<file path="config.mk">
export PLATFORM = sky130hd
export DESIGN_NAME = fifo_stream_reader
export DESIGN_NICKNAME = d
export VERILOG_FILES = /design/src/rtl/fifo_pkg.sv /design/src/rtl/skid_buffer2.sv /design/src/rtl/fifo_stream_reader.sv
export SDC_FILE = /design/constraint.sdc
export NUM_CORES = 1
export LEC_CHECK = 0
export ABC_AREA = 1
export BUFFER_PORTS_ARGS = -buffer_cell sky130_fd_sc_hd__clkbuf_2
export CORE_ASPECT_RATIO = 0.7
export CORE_MARGIN = 2
export CORE_UTILIZATION = 45
export DETAILED_ROUTE_END_ITERATION = 10
export PLACE_DENSITY = 0.68
export SLEW_MARGIN = 20
export SYNTH_ARGS = -nofsm -noshare
export SYNTH_HDL_FRONTEND = slang
export SYNTH_SLANG_ARGS = --single-unit
</file>
<file path="constraint.sdc">
create_clock -name clk -period 7.4 [get_ports clk]
set_clock_uncertainty 0.2 [all_clocks]
set_input_delay 1.85 -clock clk [delete_from_list [all_inputs] [get_ports clk]]
set_output_delay 1.85 -clock clk [all_outputs]
set_load 0.02 [all_outputs]
</file>
<file path="src/rtl/fifo_pkg.sv">
// Constants and word type shared between sync_fifo and its stream reader.
package fifo_pkg;

    localparam int unsigned FifoWidth = 8;
    localparam int unsigned FifoDepth = 16;

    typedef logic [FifoWidth-1:0] word_t;

endpackage

</file>
<file path="src/rtl/skid_buffer2.sv">
// Two-entry in-order holding buffer: head is always the oldest word, tail the second.
module skid_buffer2
    import fifo_pkg::*;
#(
    parameter int unsigned WIDTH = FifoWidth
) (
    input  logic             clk,
    input  logic             reset,
    input  logic             flush,
    input  logic             push,
    input  logic [WIDTH-1:0] push_data,
    input  logic             pop,
    output logic [WIDTH-1:0] head_data,
    output logic [1:0]       occupancy
);

    logic [WIDTH-1:0] head_q, head_d;
    logic [WIDTH-1:0] tail_q, tail_d;
    logic [1:0]       occ_q, occ_d;

    always_comb begin
        head_d = head_q;
        tail_d = tail_q;
        occ_d  = occ_q;
        case ({push, pop})
            2'b10: begin
                if (occ_q == 2'd0) begin
                    head_d = push_data;
                end else begin
                    tail_d = push_data;
                end
                occ_d = occ_q + 2'd1;
            end
            2'b01: begin
                head_d = tail_q;
                occ_d  = occ_q - 2'd1;
            end
            2'b11: begin
                // Occupancy unchanged; with a single entry the new word goes straight to head.
                if (occ_q == 2'd1) begin
                    head_d = push_data;
                end else begin
                    head_d = tail_q;
                    tail_d = push_data;
                end
            end
            default: ;
        endcase
        if (flush) begin
            occ_d = 2'd0;
        end
    end

    always_ff @(posedge clk) begin
        if (reset) begin
            head_q <= '0;
            tail_q <= '0;
            occ_q  <= 2'd0;
        end else begin
            head_q <= head_d;
            tail_q <= tail_d;
            occ_q  <= occ_d;
        end
    end

    assign head_data = head_q;
    assign occupancy = occ_q;

endmodule

</file>
<file path="src/rtl/fifo_stream_reader.sv">
// Turns sync_fifo's registered read port into a first-word-fall-through valid/ready stream.
module fifo_stream_reader
    import fifo_pkg::*;
#(
    parameter int unsigned WIDTH     = FifoWidth,
    parameter int unsigned CNT_WIDTH = 16
) (
    input  logic                 clk,
    input  logic                 reset,
    output logic                 fifo_rd_en,
    input  logic [WIDTH-1:0]     fifo_rdata,
    input  logic                 fifo_empty,
    output logic                 m_valid,
    output logic [WIDTH-1:0]     m_data,
    input  logic                 m_ready,
    input  logic                 flush,
    output logic [CNT_WIDTH-1:0] xfer_count
);

    logic [1:0]           occupancy;
    logic                 inflight_q;
    logic                 pop;
    logic                 push;
    logic [2:0]           credits_used;
    logic [CNT_WIDTH-1:0] xfer_count_q;

    always_comb begin
        pop          = m_valid && m_ready;
        // Slots already claimed next cycle: held words plus the word on the bus, minus this pop.
        credits_used = {1'b0, occupancy} + {2'b00, inflight_q} - {2'b00, pop};
        fifo_rd_en   = !fifo_empty && !flush && !reset && (credits_used < 3'd2);
        push         = inflight_q && !flush;
        m_valid      = (occupancy != 2'd0);
    end

    skid_buffer2 #(
        .WIDTH (WIDTH)
    ) u_skid (
        .clk       (clk),
        .reset     (reset),
        .flush     (flush),
        .push      (push),
        .push_data (fifo_rdata),
        .pop       (pop),
        .head_data (m_data),
        .occupancy (occupancy)
    );

    always_ff @(posedge clk) begin
        if (reset) begin
            inflight_q   <= 1'b0;
            xfer_count_q <= '0;
        end else begin
            inflight_q <= fifo_rd_en;
            if (pop) begin
                xfer_count_q <= xfer_count_q + CNT_WIDTH'(1);
            end
        end
    end

    assign xfer_count = xfer_count_q;

endmodule
</file>
==> impl_metrics.sql <==
INSERT INTO impl_metrics (metric_group, metric, value, unit) VALUES
('cells_and_area', 'most-common-layout-cells', 'nand2_1 (44), nor2_1 (43), clkbuf_2 (38)', ''),
('global_routing', 'gr-usage-all-layers', '17.85', '%'),
('clock_tree', 'cts_tree', 'yes', ''),
('cells_and_area', 'final_nets', '310', ''),
('job', 'maxCapViolCount', '0', ''),
('clock_tree', 'postCtsSetupBuffers', '0', ''),
('routing', 'ant_nets', '0', ''),
('critical_path', 'critical_path.max_stage_delay', '370', 'ps'),
('power_and_ir_drop', 'vdd_ir_drop_max', '0.0001392', 'V'),
('global_routing', 'global_route_wire_length_before_repair', '6168', 'um'),
('power_and_ir_drop', 'power.clock.fraction', '39.4', '%'),
('global_routing', 'grt_remaining_overflow', '0', ''),
('power_and_ir_drop', 'power.leakage', '0.9942', 'nW'),
('timing', 'post-route-min-period', '5839', 'ps'),
('clock_tree', 'cts_hold_repair.buffers', '0', ''),
('timing', 'tns', '0', 'ps'),
('placed_design', 'dp_hpwl', '2582', 'um'),
('global_routing', 'grt_pass1_vias', '1438', ''),
('cells_and_area', 'ff_latch_area', '700.7', 'um2'),
('synth', 'synthesis.area', '1743', 'um2'),
('power_and_ir_drop', 'power_switching', '0.09476', 'mW'),
('clock_tree', 'cts_htree_levels', '2', ''),
('synth', 'synthDominantAreaCellType', 'dfxtp_1', ''),
('floorplan', 'die-width', '78.39', 'um'),
('cells_and_area', 'growth_of_design_area_from_synthesis_to_finish', '18.66', '%'),
('timing', 'finalWorstSetupSlack', '1561', 'ps'),
('critical_path', 'crit_chain', 'clkbuf_2 > inv_1 > nor2_4 > ha_1 > inv_1 > nand2_1 > fa_1 > xor2_1 > nor4b_1 > clkbuf_2', ''),
('cells_and_area', 'fillers', '376', ''),
('floorplan', 'die_height', '56.07', 'um'),
('timing', 'report.final.slew_viol_count', '0', ''),
('timing', 'final-setup-viol-count', '0', ''),
('cells_and_area', 'final_standard_cell_area_without_fillers', '2068', 'um2'),
('timing', 'max_slew.worst_pin.slew', '909.3', 'ps'),
('synth', 'sequential_fraction_of_the_synthesis_area', '40.20', '%'),
('clock_tree', 'worst_skew_pair.late_latency', '290', 'ps'),
('critical_path', 'cp_slowest_cell', 'fa_1', ''),
('clock_tree', 'post_cts_resize_count', '0', ''),
('global_routing', 'globalRouteMet1Util', '23.08', '%'),
('synth', 'ys_dominant_reg_cell', 'dfxtp_1', ''),
('global_routing', 'globalRoute.busiestLayer', 'met2', ''),
('cells_and_area', 'antenna-diode-count', '0', ''),
('power_and_ir_drop', 'power.switching_fraction', '24.38', '%'),
('placed_design', 'placed_area', '1968', 'um2'),
('critical_path', 'worst_ep_required_time', '5350', 'ps'),
('timing', 'timing.final.crit_share', '78.91', '%'),
('clock_tree', 'clockBufferDepth', '2', ''),
('floorplan', 'row_count', '18', ''),
('critical_path', 'worst_setup_path_start_kind', 'input pin', ''),
('routing', 'post_drt_via_cell_ratio', '4.674', ''),
('placed_design', 'gp_congestion', '0.7881', ''),
('clock_tree', 'clock_sinks', '35', ''),
('cells_and_area', 'drive_gt1_share', '19.31', '%'),
('global_routing', 'gr-usage-met2', '28.08', '%'),
('critical_path', 'critical_path_peak_fanout', '17', ''),
('outcome', 'outcome', 'completed', ''),
('routing', 'num_vias', '1589', ''),
('synth', 'synth.area.top_cells', 'dfxtp_1 (40%), nand2_1 (9.5%), nor2_1 (9.3%)', ''),
('floorplan', 'dieArea', '4395', 'um2'),
('synth', 'netlist-cell-type-count', '24', ''),
('cells_and_area', 'layout.cells.most_common', 'nand2_1', ''),
('synth', 'postSynth.asyncResetShare', '0', '%'),
('timing', 'timing_hold_violations_final', '0', ''),
('critical_path', 'setup.worst_path.class', 'in2out', ''),
('timing', 'fmaxAchievable', '171.3', 'MHz'),
('cells_and_area', 'multiInputGateArea', '887.1', 'um2'),
('placed_design', 'dpl_worst_slack', '1568', 'ps'),
('synth', 'synth_enable_flop_cells', '0', ''),
('placed_design', 'numPortBuffers', '38', ''),
('power_and_ir_drop', 'power.combinational.fraction', '10.0', '%'),
('critical_path', 'timing.critical_path.to_type', 'output pin', ''),
('power_and_ir_drop', 'power_frac_seq', '50.6', '%');
-- critical path: cells and delay by family --
kind	cells	cell delay, ps
adders and majority gates	2	670
and+or+nand+nor	3	640
buffers and inverters	4	460
xor gates and xnor gates	1	160
-- power by group through the flow --
stage / Clock [mW] / Combinational (mW) / Sequential (mW)
floorplan: 0 / 0.0243 / 0.204
global placement: 0 / 0.0385 / 0.201
detailed placement: 0 / 0.0390 / 0.201
CTS: 0.157 / 0.0392 / 0.197
global route: 0.165 / 0.0438 / 0.197
finish: 0.153 / 0.0389 / 0.196
-- cell usage after synthesis, types with 2 or more instances --
master    count
a21oi_1       9
clkbuf_1      2
dfxtp_1      35
ha_1          7
inv_1        33
nand2_1      44
nand3_1      32
nor2_1       43
nor4b_1       2
o21ai_0      19
o21bai_1      2
or2_1         2
or2_2         6
xor2_1        3
-- stage by stage --
step / hold slack (ps) / cells / total power [mW]
floorplan: 241.2 / 249 / 0.2287
global placement: 251.5 / 332 / 0.2392
detailed placement: 261.7 / 332 / 0.2399
CTS: 279.4 / 340 / 0.3929
global route: 290.8 / 340 / 0.4056
finish: 277.2 / 340 / 0.3886
-- registers in the layout (all words and copies together), names as in the netlist --
name / cells
inflight_q: 1
u_skid.head_data: 8
u_skid.occupancy: 2
u_skid.tail_q: 8
xfer_count: 16
-- layout make-up --
type | count | area share, %
Clock buffer | 8 | 4.840
Sequential cell | 35 | 33.88
Inverter | 34 | 6.171
Timing Repair Buffer | 38 | 9.195
Tap cell | 50 | 3.025
Multi-Input combinational cell | 175 | 42.89
-- logic make-up (layout without fill, tap and decap cells) --
| group | count (synthesis) | in the layout | synth area share [%] |
|---|---|---|---|
| AOI/OAI and AO/OA | 31 | 31 | 9.404 |
| adders and majority gates | 8 | 8 | 6.174 |
| xor gates and xnor gates | 3 | 3 | 1.508 |
| DFF | 35 | 35 | 40.20 |
| and+or+nand+nor | 133 | 133 | 33.81 |
| buffers and inverters | 39 | 80 | 8.901 |
-- metal layers --
metal,vias up,routed length [um]
met5,-,0
met4,0,40
met3,4,151
met2,31,1550
met1,687,1888
li1,867,-
-- final timing paths --
kind / startpoint / to / slack [ps] / cells after the start
setup / recovery: m_ready / fifo_rd_en / 1560 / 10
hold / removal: u_skid.tail_q[5] / u_skid.tail_q[5] / 280 / 2
setup reg to reg: u_skid.occupancy[1] / inflight_q / 4760 / 9
hold reg to reg: u_skid.tail_q[5] / u_skid.tail_q[5] / 280 / 2
Power figures use the tool's default switching activity.
